<file path="config.mk">
export PLATFORM = sky130hd
export DESIGN_NAME = data_mem_access_unit
export DESIGN_NICKNAME = d
export VERILOG_FILES = /design/src/rtl/data_mem_access_unit_pkg.sv /design/src/rtl/data_mem_access_unit_aligner.sv /design/src/rtl/data_mem_access_unit.sv
export SDC_FILE = /design/constraint.sdc
export NUM_CORES = 1
export LEC_CHECK = 0
export ABC_AREA = 0
export CORE_ASPECT_RATIO = 0.7
export CORE_MARGIN = 2
export CORE_UTILIZATION = 33
export DETAILED_ROUTE_END_ITERATION = 10
export SYNTH_ARGS = -nofsm -noshare
export SYNTH_HDL_FRONTEND = slang
export SYNTH_SLANG_ARGS = --single-unit
</file>
<file path="constraint.sdc">
create_clock -name CLK -period 4.66 [get_ports CLK]
set_input_delay 0.466 -clock CLK [delete_from_list [all_inputs] [get_ports CLK]]
set_output_delay 0.466 -clock CLK [all_outputs]
set_load 0.01 [all_outputs]
</file>
<file path="src/rtl/data_mem_access_unit_pkg.sv">
// Shared definitions for the MEM-stage data access unit: MEM_RW codes, FSM states, decode helpers.
package data_mem_access_unit_pkg;

    localparam logic [2:0] MEMRW_LB  = 3'b000;
    localparam logic [2:0] MEMRW_LH  = 3'b001;
    localparam logic [2:0] MEMRW_LW  = 3'b010;
    localparam logic [2:0] MEMRW_SB  = 3'b011;
    localparam logic [2:0] MEMRW_LBU = 3'b100;
    localparam logic [2:0] MEMRW_LHU = 3'b101;
    localparam logic [2:0] MEMRW_SH  = 3'b110;
    localparam logic [2:0] MEMRW_SW  = 3'b111;

    localparam int MEMRW_EN = 3;

    typedef enum logic [1:0] {
        ST_IDLE  = 2'd0,
        ST_READ  = 2'd1,
        ST_WRITE = 2'd2,
        ST_DONE  = 2'd3
    } state_t;

    function automatic logic is_load(input logic [2:0] op);
        return !(op == MEMRW_SB || op == MEMRW_SH || op == MEMRW_SW);
    endfunction

    // Byte accesses can never be misaligned; halves need bit 0 clear, words need both.
    function automatic logic is_misaligned(input logic [2:0] op, input logic [1:0] off);
        logic half, word;
        half = (op == MEMRW_LH) || (op == MEMRW_LHU) || (op == MEMRW_SH);
        word = (op == MEMRW_LW) || (op == MEMRW_SW);
        return (half && off[0]) || (word && (off != 2'b00));
    endfunction

endpackage

</file>
<file path="src/rtl/data_mem_access_unit_aligner.sv">
// Combinational lane logic: extract/extend a load lane, merge a store lane into a read word.
module load_store_aligner
    import data_mem_access_unit_pkg::*;
(
    input  logic [2:0]  op,
    input  logic [1:0]  offset,
    input  logic [31:0] rdata,
    input  logic [31:0] wdata,
    output logic [31:0] load_data,
    output logic [31:0] store_data
);

    logic [7:0]  lane_b;
    logic [15:0] lane_h;

    always_comb begin
        lane_b     = rdata[{offset, 3'b000} +: 8];
        lane_h     = offset[1] ? rdata[31:16] : rdata[15:0];
        load_data  = rdata;
        store_data = rdata;
        case (op)
            MEMRW_LB:  load_data = {{24{lane_b[7]}}, lane_b};
            MEMRW_LBU: load_data = {24'd0, lane_b};
            MEMRW_LH:  load_data = {{16{lane_h[15]}}, lane_h};
            MEMRW_LHU: load_data = {16'd0, lane_h};
            default:   load_data = rdata;
        endcase
        if (op == MEMRW_SB)
            store_data[{offset, 3'b000} +: 8] = wdata[7:0];
        else if (op == MEMRW_SH)
            store_data[{offset[1], 4'b0000} +: 16] = wdata[15:0];
    end

endmodule

</file>
<file path="src/rtl/data_mem_access_unit.sv">
// MEM-stage responder: runs loads/stores against a word-wide memory, with read-modify-write
// for sub-word stores, and stalls the pipeline until each access finishes.
module data_mem_access_unit
    import data_mem_access_unit_pkg::*;
#(
    parameter int ADDR_W = 32,
    parameter int DATA_W = 32
) (
    input  logic              CLK,
    input  logic              RESET,
    input  logic [3:0]        MEM_RW,
    input  logic [ADDR_W-1:0] ADDRESS,
    input  logic [31:0]       WRITE_DATA,
    output logic [31:0]       READ_DATA,
    output logic              BUSYWAIT,
    output logic              MISALIGNED,
    output logic              MEM_READ,
    output logic              MEM_WRITE,
    output logic [ADDR_W-3:0] MEM_ADDRESS,
    output logic [31:0]       MEM_WRITEDATA,
    input  logic [31:0]       MEM_READDATA,
    input  logic              MEM_BUSYWAIT
);

    if (DATA_W != 32) begin : g_bad_width
        $error("data_mem_access_unit supports DATA_W == 32 only");
    end

    state_t      state;
    logic [2:0]  op_q;
    logic [1:0]  off_q;
    logic [31:0] wdata_q;
    logic [31:0] load_data;
    logic [31:0] store_data;
    logic        access;

    assign access   = MEM_RW[MEMRW_EN];
    assign BUSYWAIT = (state == ST_READ) || (state == ST_WRITE) || (state == ST_IDLE && access);

    load_store_aligner u_aligner (
        .op         (op_q),
        .offset     (off_q),
        .rdata      (MEM_READDATA),
        .wdata      (wdata_q),
        .load_data  (load_data),
        .store_data (store_data)
    );

    always_ff @(posedge CLK or posedge RESET) begin
        if (RESET) begin
            state         <= ST_IDLE;
            op_q          <= 3'd0;
            off_q         <= 2'd0;
            wdata_q       <= 32'd0;
            READ_DATA     <= 32'd0;
            MISALIGNED    <= 1'b0;
            MEM_READ      <= 1'b0;
            MEM_WRITE     <= 1'b0;
            MEM_ADDRESS   <= '0;
            MEM_WRITEDATA <= 32'd0;
        end else begin
            case (state)
                ST_IDLE: if (access) begin
                    op_q        <= MEM_RW[2:0];
                    off_q       <= ADDRESS[1:0];
                    wdata_q     <= WRITE_DATA;
                    MEM_ADDRESS <= ADDRESS[ADDR_W-1:2];
                    if (is_misaligned(MEM_RW[2:0], ADDRESS[1:0])) begin
                        MISALIGNED <= 1'b1;
                        READ_DATA  <= 32'd0;
                        state      <= ST_DONE;
                    end else if (MEM_RW[2:0] == MEMRW_SW) begin
                        MEM_WRITE     <= 1'b1;
                        MEM_WRITEDATA <= WRITE_DATA;
                        state         <= ST_WRITE;
                    end else begin
                        MEM_READ <= 1'b1;
                        state    <= ST_READ;
                    end
                end
                // Sub-word stores hand over from read to write on the same edge, so the
                // two requests never overlap.
                ST_READ: if (!MEM_BUSYWAIT) begin
                    MEM_READ <= 1'b0;
                    if (is_load(op_q)) begin
                        READ_DATA <= load_data;
                        state     <= ST_DONE;
                    end else begin
                        MEM_WRITEDATA <= store_data;
                        MEM_WRITE     <= 1'b1;
                        state         <= ST_WRITE;
                    end
                end
                ST_WRITE: if (!MEM_BUSYWAIT) begin
                    MEM_WRITE <= 1'b0;
                    state     <= ST_DONE;
                end
                default: begin
                    MISALIGNED <= 1'b0;
                    state      <= ST_IDLE;
                end
            endcase
        end
    end

endmodule

</file>
==> impl_metrics.tcl, run 1 <==
set metrics [dict create \
    status "finished, final reports clean" \
    drc 0 \
    clk_path_buf_depth 2 \
    gr-total-overflow 0 \
    skew_ns 0.00700 \
    drv_slew 0 \
    path_cells "inv_1, ha_1, o211a_1, nand4_1, o2bb2ai_1" \
    worstPathRequired_ns 4.96 \
    post_cts_resized 0 \
    min_path_type "in2async" \
    start_util 0.337 \
    max_clock_freq_mhz 293 \
    synthSimpleGateAreaFrac 0.0936 \
    final.setup.tns_ns 0 \
    critical_path_class "reg2reg" \
    drtPass1Iterations 5 \
    total_leakage_power_uw 0.00366 \
    ys_types 53 \
    syn_avg_cell_area_um2 10.3 \
    vias 6048 \
    cts_setup_buffers 0 \
    clock_latency_ns 0.43 \
    drtIter0Drc 522 \
    synth_xor_area_frac 0 \
    dr_wl_met3_um 2520 \
    r2r_setup_slack_ns 1.24 \
    pin_count 201 \
    ys.flop_type "dfrtp_1" \
    antenna_cells 0 \
    routed_wl_um 22300 \
    synthAdderAreaFrac 0.0176 \
    layout.nets 912 \
    postLayoutCoreUtil 0.488 \
    synth_top_family_by_area "compound AO/OA/AOI/OAI gates" \
    numCtsBuffers 17 \
    ir_drop_v 0.000343 \
    total_power_uw 7120 \
    pwr-share-seq 0.289 \
    r2r_end "READ_DATA[14]$_DFFE_PP0P_" \
    tightest_slew_ns 1.30 \
    period_needed_ns 3.42 \
    cts.sinks 120 \
    dieHeight_um 121 \
    drt-vias-per-instance 5.62 \
    synth_seq_cells 120 \
    synth-seq-area-share 0.469 \
    grt_usage 0.220 \
    syn-num-nets 736 \
    start_kind "flip-flop" \
    cpPeakStageDelay_ns 0.98 \
    worstRegToRegCells 5 \
    path_max_fanout 29 \
    synth_top_area_frac 0.469 \
    clk_pin_slew_ns 0.06 \
    rsz0062_at_grt "false" \
    die_w_um 170 \
    gp_congestion 0.875 \
    synth-edff-count 0 \
    cts-root-buf "clkbuf_16" \
    crit_arrival_ns 3.72 \
    swShare 0.397 \
    ant_nets 0 \
    relSlewSlack 0.134 \
    drive_gt1_frac 0.135 \
    ys_top_cells_by_area "dfrtp_1, mux2_2, a21oi_1" \
    synthToLayoutAreaGrowth_pct 44.5 \
    io_buffers 200 \
    synthMuxAreaShare 0.125 \
    syn_area_um2 6400 \
    met1_length_um 9920 \
    antenna_found_initial 0 \
    grt_start_max_net_pins 53 \
    wl_per_cell_um 20.7 \
    ys_warn_count 0 \
    hold_violations 0 \
    place_hpwl_um 16400 \
    grt_pass1_vias 6045 \
    htree_levels 4 \
    end_kind "flip-flop" \
    rows 42 \
    syn_inst 624 \
    yosysTopAreaCell "dfrtp_1" \
    highest_layer "met4" \
    crit_path_top_delay_cell "nand4_1" \
    setup_violations 0 \
    die_area_um2 20500 \
    grt_pass1_wl_um 34400 \
    core-area_um2 19000 \
    synth_compound_area_frac 0.253 \
    combPwrFrac 0.500 \
    r2r_start "state[1]$_DFFE_PP0P_" \
    hold_buffers 0 \
    finalCritPeriodShare 0.733 \
    dr_wl_met2_um 9400 \
    p_per_area_nw_per_um2 770 \
    intPower_uw 4290 \
    async_reset_ff_frac 1.00 \
    power_switching_uw 2830 \
    tritoncts "done" \
    cap_violations 0 \
    p_clk_frac 0.211 \
]
placed cells by master, fill, tap and decap left out, types with 18 or more instances in the layout:
cell type        instances
o2bb2ai_1               31
nand2_1                 37
nor2_1                  38
a221oi_1                18
mux2_2                  58
o21ai_0                 25
o22ai_1                 19
clkdlybuf4s50_1        200
o21ai_1                 18
a21oi_1                 67
dfrtp_1                120
area by class of cell:
cell class | count | area, um^2
Clock buffer | 20 | 447
Fill cell | 1715 | 9720
Clock inverter | 12 | 221
Tap cell | 264 | 330
Multi-Input combinational cell | 439 | 3140
Sequential cell | 120 | 3000
Inverter | 15 | 58.8
Timing Repair Buffer | 207 | 2050
power groups by stage:
stage,Combinational (uW),Clock [uW],Sequential [uW]
6_report,3560,1500,2060
5_1_grt,3850,1580,2120
4_1_cts,3550,1530,2050
3_5_place_dp,3530,0,2050
3_3_place_gp,3430,0,2030
2_1_floorplan,2010,0,2030
how the worst max path moves through the flow:
stage                               from                            end  slack [ns]
CTS                 state[1]$_DFFE_PP0P_      READ_DATA[14]$_DFFE_PP0P_        1.34
floorplan                          RESET     MEM_ADDRESS[0]$_DFFE_PP0P_        1.01
detailed placement  state[1]$_DFFE_PP0P_      READ_DATA[29]$_DFFE_PP0P_        1.35
finish              state[1]$_DFFE_PP0P_      READ_DATA[14]$_DFFE_PP0P_        1.24
global route        state[1]$_DFFE_PP0P_      READ_DATA[24]$_DFFE_PP0P_        1.02
global placement    off_q[1]$_DFFE_PP0P_  MEM_WRITEDATA[11]$_DFFE_PP0P_        1.50
cells in the mapped netlist, drive strengths merged, types with 2 or more instances:
cell type,count
a211o,9
a21o,3
a21oi,67
a221o,2
a221oi,18
a22o,5
a31oi,5
buf,22
clkbuf,28
dfrtp,120
ha,9
inv,15
mux2,64
mux2i,6
nand2,38
nand2b,10
nand3,4
nor2,38
nor2b,3
nor3,15
o211ai,3
o21ai,43
o221ai,4
o22a,2
o22ai,19
o2bb2ai,31
o311ai,3
o31a,6
o31ai,8
or4,6
metrics by stage:
| step | instances | hold slack, ns | instance area [um^2] | setup WS [ns] |
|---|---|---|---|---|
| 2_1_floorplan | 624 | 0.470 | 6400 | 1.01 |
| 3_3_place_gp | 1045 | 0.470 | 8580 | 1.50 |
| 3_5_place_dp | 1045 | 0.483 | 8580 | 1.35 |
| 4_1_cts | 1077 | 0.466 | 9250 | 1.34 |
| 5_1_grt | 1077 | 0.510 | 9250 | 1.02 |
| 6_report | 1077 | 0.456 | 9250 | 1.24 |
per-layer routing:
metal  GRT usage  up-vias
met5           0        -
met4      0.0791        0
met3      0.0776       47
met2       0.318      344
met1       0.304     2945
li1            -     2712
worst max-delay path, delay by kind of cell, from the launching register on:
family	cells	cell delay, ns
flops	1	0.42
fa+ha+maj	1	0.89
buf+inv	1	0.10
simple gates	1	0.98
compound gates	2	0.88
flip-flops by register name (all words and copies together), names as in the netlist:
signal,count
op_q,3
wdata_q,16
state,2
MEM_WRITEDATA,32
MEM_WRITE,1
READ_DATA,32
MEM_READ,1
MEM_ADDRESS,30
MISALIGNED,1
off_q,2
cells by family (layout without fill, tap and decap cells):
kind of cell / after synthesis / count (layout)
muxes: 71 / 71
buffers and inverters: 65 / 254
adders and majority gates: 9 / 9
AOI/OAI and AO/OA: 235 / 235
DFF: 120 / 120
and+or+nand+nor: 124 / 124
Power figures use the tool's default switching activity.
==> run 2, diff against run 1 <==
==> constraint.sdc (replaced) <==
create_clock -name CLK -period 3.1 [get_ports CLK]
set_input_delay 0.31 -clock CLK [delete_from_list [all_inputs] [get_ports CLK]]
set_output_delay 0.31 -clock CLK [all_outputs]
set_load 0.01 [all_outputs]
==> run 2 against run 1 <==
  * First-iteration DRC count rose by 32%
  * Sequential share of layout area about the same
  * Combinational power up 54%
  * Power rose by 46%
  * Die area is the same
  * Count of clock-buffer cells in the layout is 3 lower
  * Hold slack got worse by 0.22 ns
  * Worst setup slack worse by 0.75 ns
  * Critical path depth stayed put
  * Flip-flop and latch count stayed put
==> impl_metrics.tcl, run 2 (synthesis gave the netlist of run 1 again) <==
set metrics [dict create \
    status "finished, final reports clean" \
    grt_pass1_wl_um 34400 \
    dieHeight_um 121 \
    reg.largest.list "MEM_WRITEDATA (32), READ_DATA (32), MEM_ADDRESS (30)" \
    final_cell_mix "clkdlybuf4s50_1, dfrtp_1, a21oi_1, mux2_2, nor2_1" \
    drv_slew 0 \
    grt_start_max_net_pins 53 \
    start_util 0.337 \
    clk_pin_slew_ns 0.06 \
    finalCritPeriodShare 0.842 \
    drc 0 \
    design_area_um2 9240 \
    htree_levels 4 \
    cts.sinks 120 \
    relSlewSlack 0.451 \
    min_path_type "in2async" \
    drtPass1Iterations 5 \
    setup_violations 0 \
    cts-root-buf "clkbuf_16" \
    clock_latency_ns 0.42 \
    fill_cells 1724 \
    end_kind "flip-flop" \
    gr-total-overflow 0 \
    wl_per_cell_um 20.4 \
    skew_ns 0.00556 \
    p_per_area_nw_per_um2 1130 \
    drt-vias-per-instance 5.47 \
    tritoncts "done" \
    total_leakage_power_uw 0.00366 \
    dpl_cell_area_um2 8670 \
    drive_gt1_frac 0.148 \
    cts_setup_buffers 0 \
    rows 42 \
    ant_nets 0 \
    die_w_um 170 \
    max_clock_freq_mhz 383 \
    worstPathRequired_ns 3.41 \
    rsz0062_at_grt "false" \
    post_cts_resized 0 \
    io_buffers 200 \
    synthToLayoutAreaGrowth_pct 44.4 \
    vias 5951 \
    critical_path_class "reg2reg" \
    antenna_found_initial 0 \
    hold_violations 0 \
    antenna_cells 0 \
    layout.nets 922 \
    tightest_slew_ns 0.822 \
    final.setup.tns_ns 0 \
    start_kind "flip-flop" \
    path_max_fanout 19 \
    layout_commonest_cell "clkdlybuf4s50_1" \
    place_hpwl_um 16500 \
    routed_wl_um 22200 \
    pin_count 201 \
    period_needed_ns 2.61 \
    grt_usage 0.219 \
    gp_congestion 0.886 \
    clk_path_buf_depth 2 \
    grt_pass1_vias 5890 \
    crit_arrival_ns 2.92 \
    ir_drop_v 0.000471 \
    core-area_um2 19000 \
    hold_buffers 0 \
    die_area_um2 20500 \
    numCtsBuffers 17 \
    drtIter0Drc 688 \
    cap_violations 0 \
]
==> run 2: final timing paths <==
kind	startpoint	endpoint	slack, ns	cells past startpoint
min reg2reg	READ_DATA[29]$_DFFE_PP0P_	READ_DATA[29]$_DFFE_PP0P_	0.49	1
min in group CLK	READ_DATA[29]$_DFFE_PP0P_	READ_DATA[29]$_DFFE_PP0P_	0.49	1
max reg2reg	op_q[0]$_DFFE_PP0P_	MEM_WRITEDATA[29]$_DFFE_PP0P_	0.49	5
min	RESET	MEM_WRITEDATA[31]$_DFFE_PP0P_	0.24	2
max in group asynchronous	RESET	MEM_ADDRESS[11]$_DFFE_PP0P_	2.01	3
max	op_q[0]$_DFFE_PP0P_	MEM_WRITEDATA[29]$_DFFE_PP0P_	0.49	5
==> run 2: area by class of cell <==
class / count / area [um^2] / area share
multi-input cells: 439 / 3140 / 0.339
flip-flops and latches: 120 / 3000 / 0.325
repair buffers: 217 / 2140 / 0.232
clock buffers: 17 / 425 / 0.0460
well taps: 264 / 330 / 0.0357
clock inverters: 15 / 144 / 0.0156
inverters: 15 / 60.1 / 0.00650
==> run 2: metrics by stage <==
stage	util	setup WS, ns	cells	total power [uW]	hold WS (ns)
6_report	0.487	0.489	1087	10400	0.241
5_1_grt	0.487	0.347	1087	11100	0.289
4_1_cts	0.487	0.563	1087	10400	0.253
3_5_place_dp	0.457	0.578	1055	8450	0.477
3_3_place_gp	0.457	0.680	1055	8300	0.473
2_1_floorplan	-	0.369	624	6080	0.461
==> run 2: power breakdown <==
group / switching (uW) / leakage (uW) / internal [uW]
clock: 797 / 0.000273 / 1120
sequential: 639 / 0.00147 / 2350
combinational: 2860 / 0.00192 / 2640
total: 4290 / 0.00366 / 6100
==> run 2: critical path, cell delays in order (launching register included) <==
cell	delay, ns
dfrtp_1	0.78
nand2b_1	0.64
o21ai_1	0.40
a21oi_1	0.24
o2bb2ai_1	0.12
mux2_1	0.30
==> run 2: per-layer routing <==
metal	track usage	wire length [um]
met1	0.320	10300
met2	0.316	9470
met3	0.0658	2100
met4	0.0507	262
met5	0	0
==> run 3, diff against run 2 <==
==> constraint.sdc (replaced) <==
create_clock -name CLK -period 2.2 [get_ports CLK]
set_input_delay 0.22 -clock CLK [delete_from_list [all_inputs] [get_ports CLK]]
set_output_delay 0.22 -clock CLK [all_outputs]
set_load 0.01 [all_outputs]
==> run 3 against run 2 <==
  * The flow now finishes with violations (setup timing)
  * Cell count rose by 3.8%
  * Worst setup slack got worse by 0.51 ns
  * Combinational power rose by 60%
  * Clock power rose by 51%
  * Clock skew rose by 0.0043 ns
  * Critical path depth rose by 2
  * Design area rose by 6.3%
  * First-iteration DRC count fell by 35%
  * Count of clock-buffer cells in the layout rose by 2
  * Power rose by 52%
  * Highest routed layer unchanged
==> impl_metrics.tcl, run 3 (synthesis gave the netlist of run 1 again) <==
set metrics [dict create \
    status "complete, but fails checks" \
    violations "setup timing" \
    gr-total-overflow 0 \
    fin_ws_ns -0.0201 \
    layout_commonest_cell "clkdlybuf4s50_1" \
    drive_gt1_frac 0.204 \
    grt_start_max_net_pins 47 \
    crit_cells 7 \
    drtIter0Drc 446 \
    grt_pass1_vias 6229 \
    pin_count 201 \
    period_needed_ns 2.22 \
    hold_ws_ns 0.204 \
    setup_violations 2 \
    rsz0062_at_grt "true" \
    post-place-ws_ns -0.115 \
    antenna_cells 0 \
    path_buf_inv 1 \
    hold_buffers 0 \
    vias 6185 \
    reg.largest.list "MEM_WRITEDATA (32), READ_DATA (32), MEM_ADDRESS (30)" \
    total_power_uw 15800 \
    r2r_start "off_q[1]$_DFFE_PP0P_" \
    r2r_end "MEM_WRITEDATA[11]$_DFFE_PP0P_" \
    synthToLayoutAreaGrowth_pct 53.5 \
    ant_nets 0 \
    die_area_um2 20500 \
    dpl_cell_area_um2 9100 \
    relSlewSlack 0.490 \
    fill_cells 1699 \
    path_max_fanout 8 \
    crit_arrival_ns 2.57 \
    die_w_um 170 \
    worstPathRequired_ns 2.55 \
    hold_violations 0 \
    skew_ns 0.00989 \
    drv_slew 0 \
    grt_usage 0.227 \
    final-seq-area_um2 3000 \
    rows 42 \
    wl_per_cell_um 20.3 \
    cap_violations 0 \
    final.setup.tns_ns -0.0320 \
    total_leakage_power_uw 0.00393 \
    finalCritPeriodShare 1.01 \
    r2r_setup_slack_ns -0.02 \
    max_clock_freq_mhz 450 \
    dieHeight_um 121 \
    ir_drop_v 0.000669 \
    critical_path_class "reg2reg" \
    start_kind "flip-flop" \
    gp_congestion 0.895 \
    design_area_um2 9820 \
    worstSetupStartpoint "off_q[1]$_DFFE_PP0P_" \
    clk_path_buf_depth 2 \
    final_cell_mix "clkdlybuf4s50_1, dfrtp_1, a21oi_1, mux2_2, buf_4" \
    drt-vias-per-instance 5.48 \
    cts-root-buf "clkbuf_16" \
    grt_pass1_wl_um 35600 \
    cpLargestDelayFamily "simple AND/OR/NAND/NOR gates" \
    drtPass1Iterations 5 \
    crit_path_top_delay_cell "or4_1" \
    clock_latency_ns 0.42 \
    multi_input_area_um2 3250 \
    end_kind "flip-flop" \
    drc 0 \
    worstRegToRegCells 7 \
    cts.sinks 120 \
    core-area_um2 19000 \
    p_per_area_nw_per_um2 1610 \
    clk_pin_slew_ns 0.06 \
    routed_wl_um 22900 \
    start_util 0.337 \
    tritoncts "done" \
    min_path_type "in2async" \
    antenna_found_initial 1 \
    path_cells "inv_8, ha_4, or3b_4, o31ai_4, nor2_1, or4_1, a21oi_2" \
    io_buffers 200 \
    htree_levels 4 \
    cpPeakStageDelay_ns 0.49 \
    place_hpwl_um 17500 \
    layout.nets 963 \
    tightest_slew_ns 0.763 \
    numCtsBuffers 17 \
]
run 3: cell count changes in the layout (fill, tap and decap cells not counted), sizes merged:
cell,previous run,this run
buf,17,58
clkbuf,17,19
inv,19,17
clkinv,6,3
bufinv,1,3
clkinvlp,4,5
run 3: worst max-delay path by stage:
stage / end / slack, ns
floorplan: MEM_WRITEDATA[10]$_DFFE_PP0P_ / -0.16
global placement: MEM_WRITEDATA[11]$_DFFE_PP0P_ / -0.04
detailed placement: MEM_WRITEDATA[11]$_DFFE_PP0P_ / -0.11
CTS: MEM_WRITEDATA[14]$_DFFE_PP0P_ / -0.03
global route: MEM_WRITEDATA[21]$_DFFE_PP0P_ / -0.1
finish: MEM_WRITEDATA[11]$_DFFE_PP0P_ / -0.02
run 3: metrics by stage:
stage	util	cells
CTS	0.513	1127
detailed placement	0.480	1095
floorplan	-	624
global placement	0.480	1095
finish	0.518	1128
global route	0.518	1128
run 3: where the power goes:
| group | internal (uW) | switching [uW] |
|---|---|---|
| clock | 1820 | 1070 |
| combinational | 4400 | 4400 |
| sequential | 3320 | 835 |
run 3: layout make-up:
class	instances	area share
inverter	15	0.00713
clock inverter	13	0.0172
timing repair buffer	258	0.260
sequential	120	0.306
clock buffer	19	0.0451
multi-input combinational	439	0.331
tap	264	0.0336
run 3: layer usage:
| metal | part of all wire | wire (um) | vias up | track usage |
|---|---|---|---|---|
| met5 | 0 | 0 | - | 0 |
| met1 | 0.45 | 10300 | 3040 | 0.313 |
| met3 | 0.10 | 2390 | 30 | 0.0897 |
| met4 | 0.013 | 295 | 0 | 0.0630 |
| met2 | 0.43 | 9950 | 302 | 0.332 |
| li1 | - | - | 2813 | - |
run 3: repair_timing:
item,CTS,global route
setup endpoints to repair,17,24
gates cloned,0,0
pin swaps,0,14
resized for setup,5,14
setup buffers,0,2
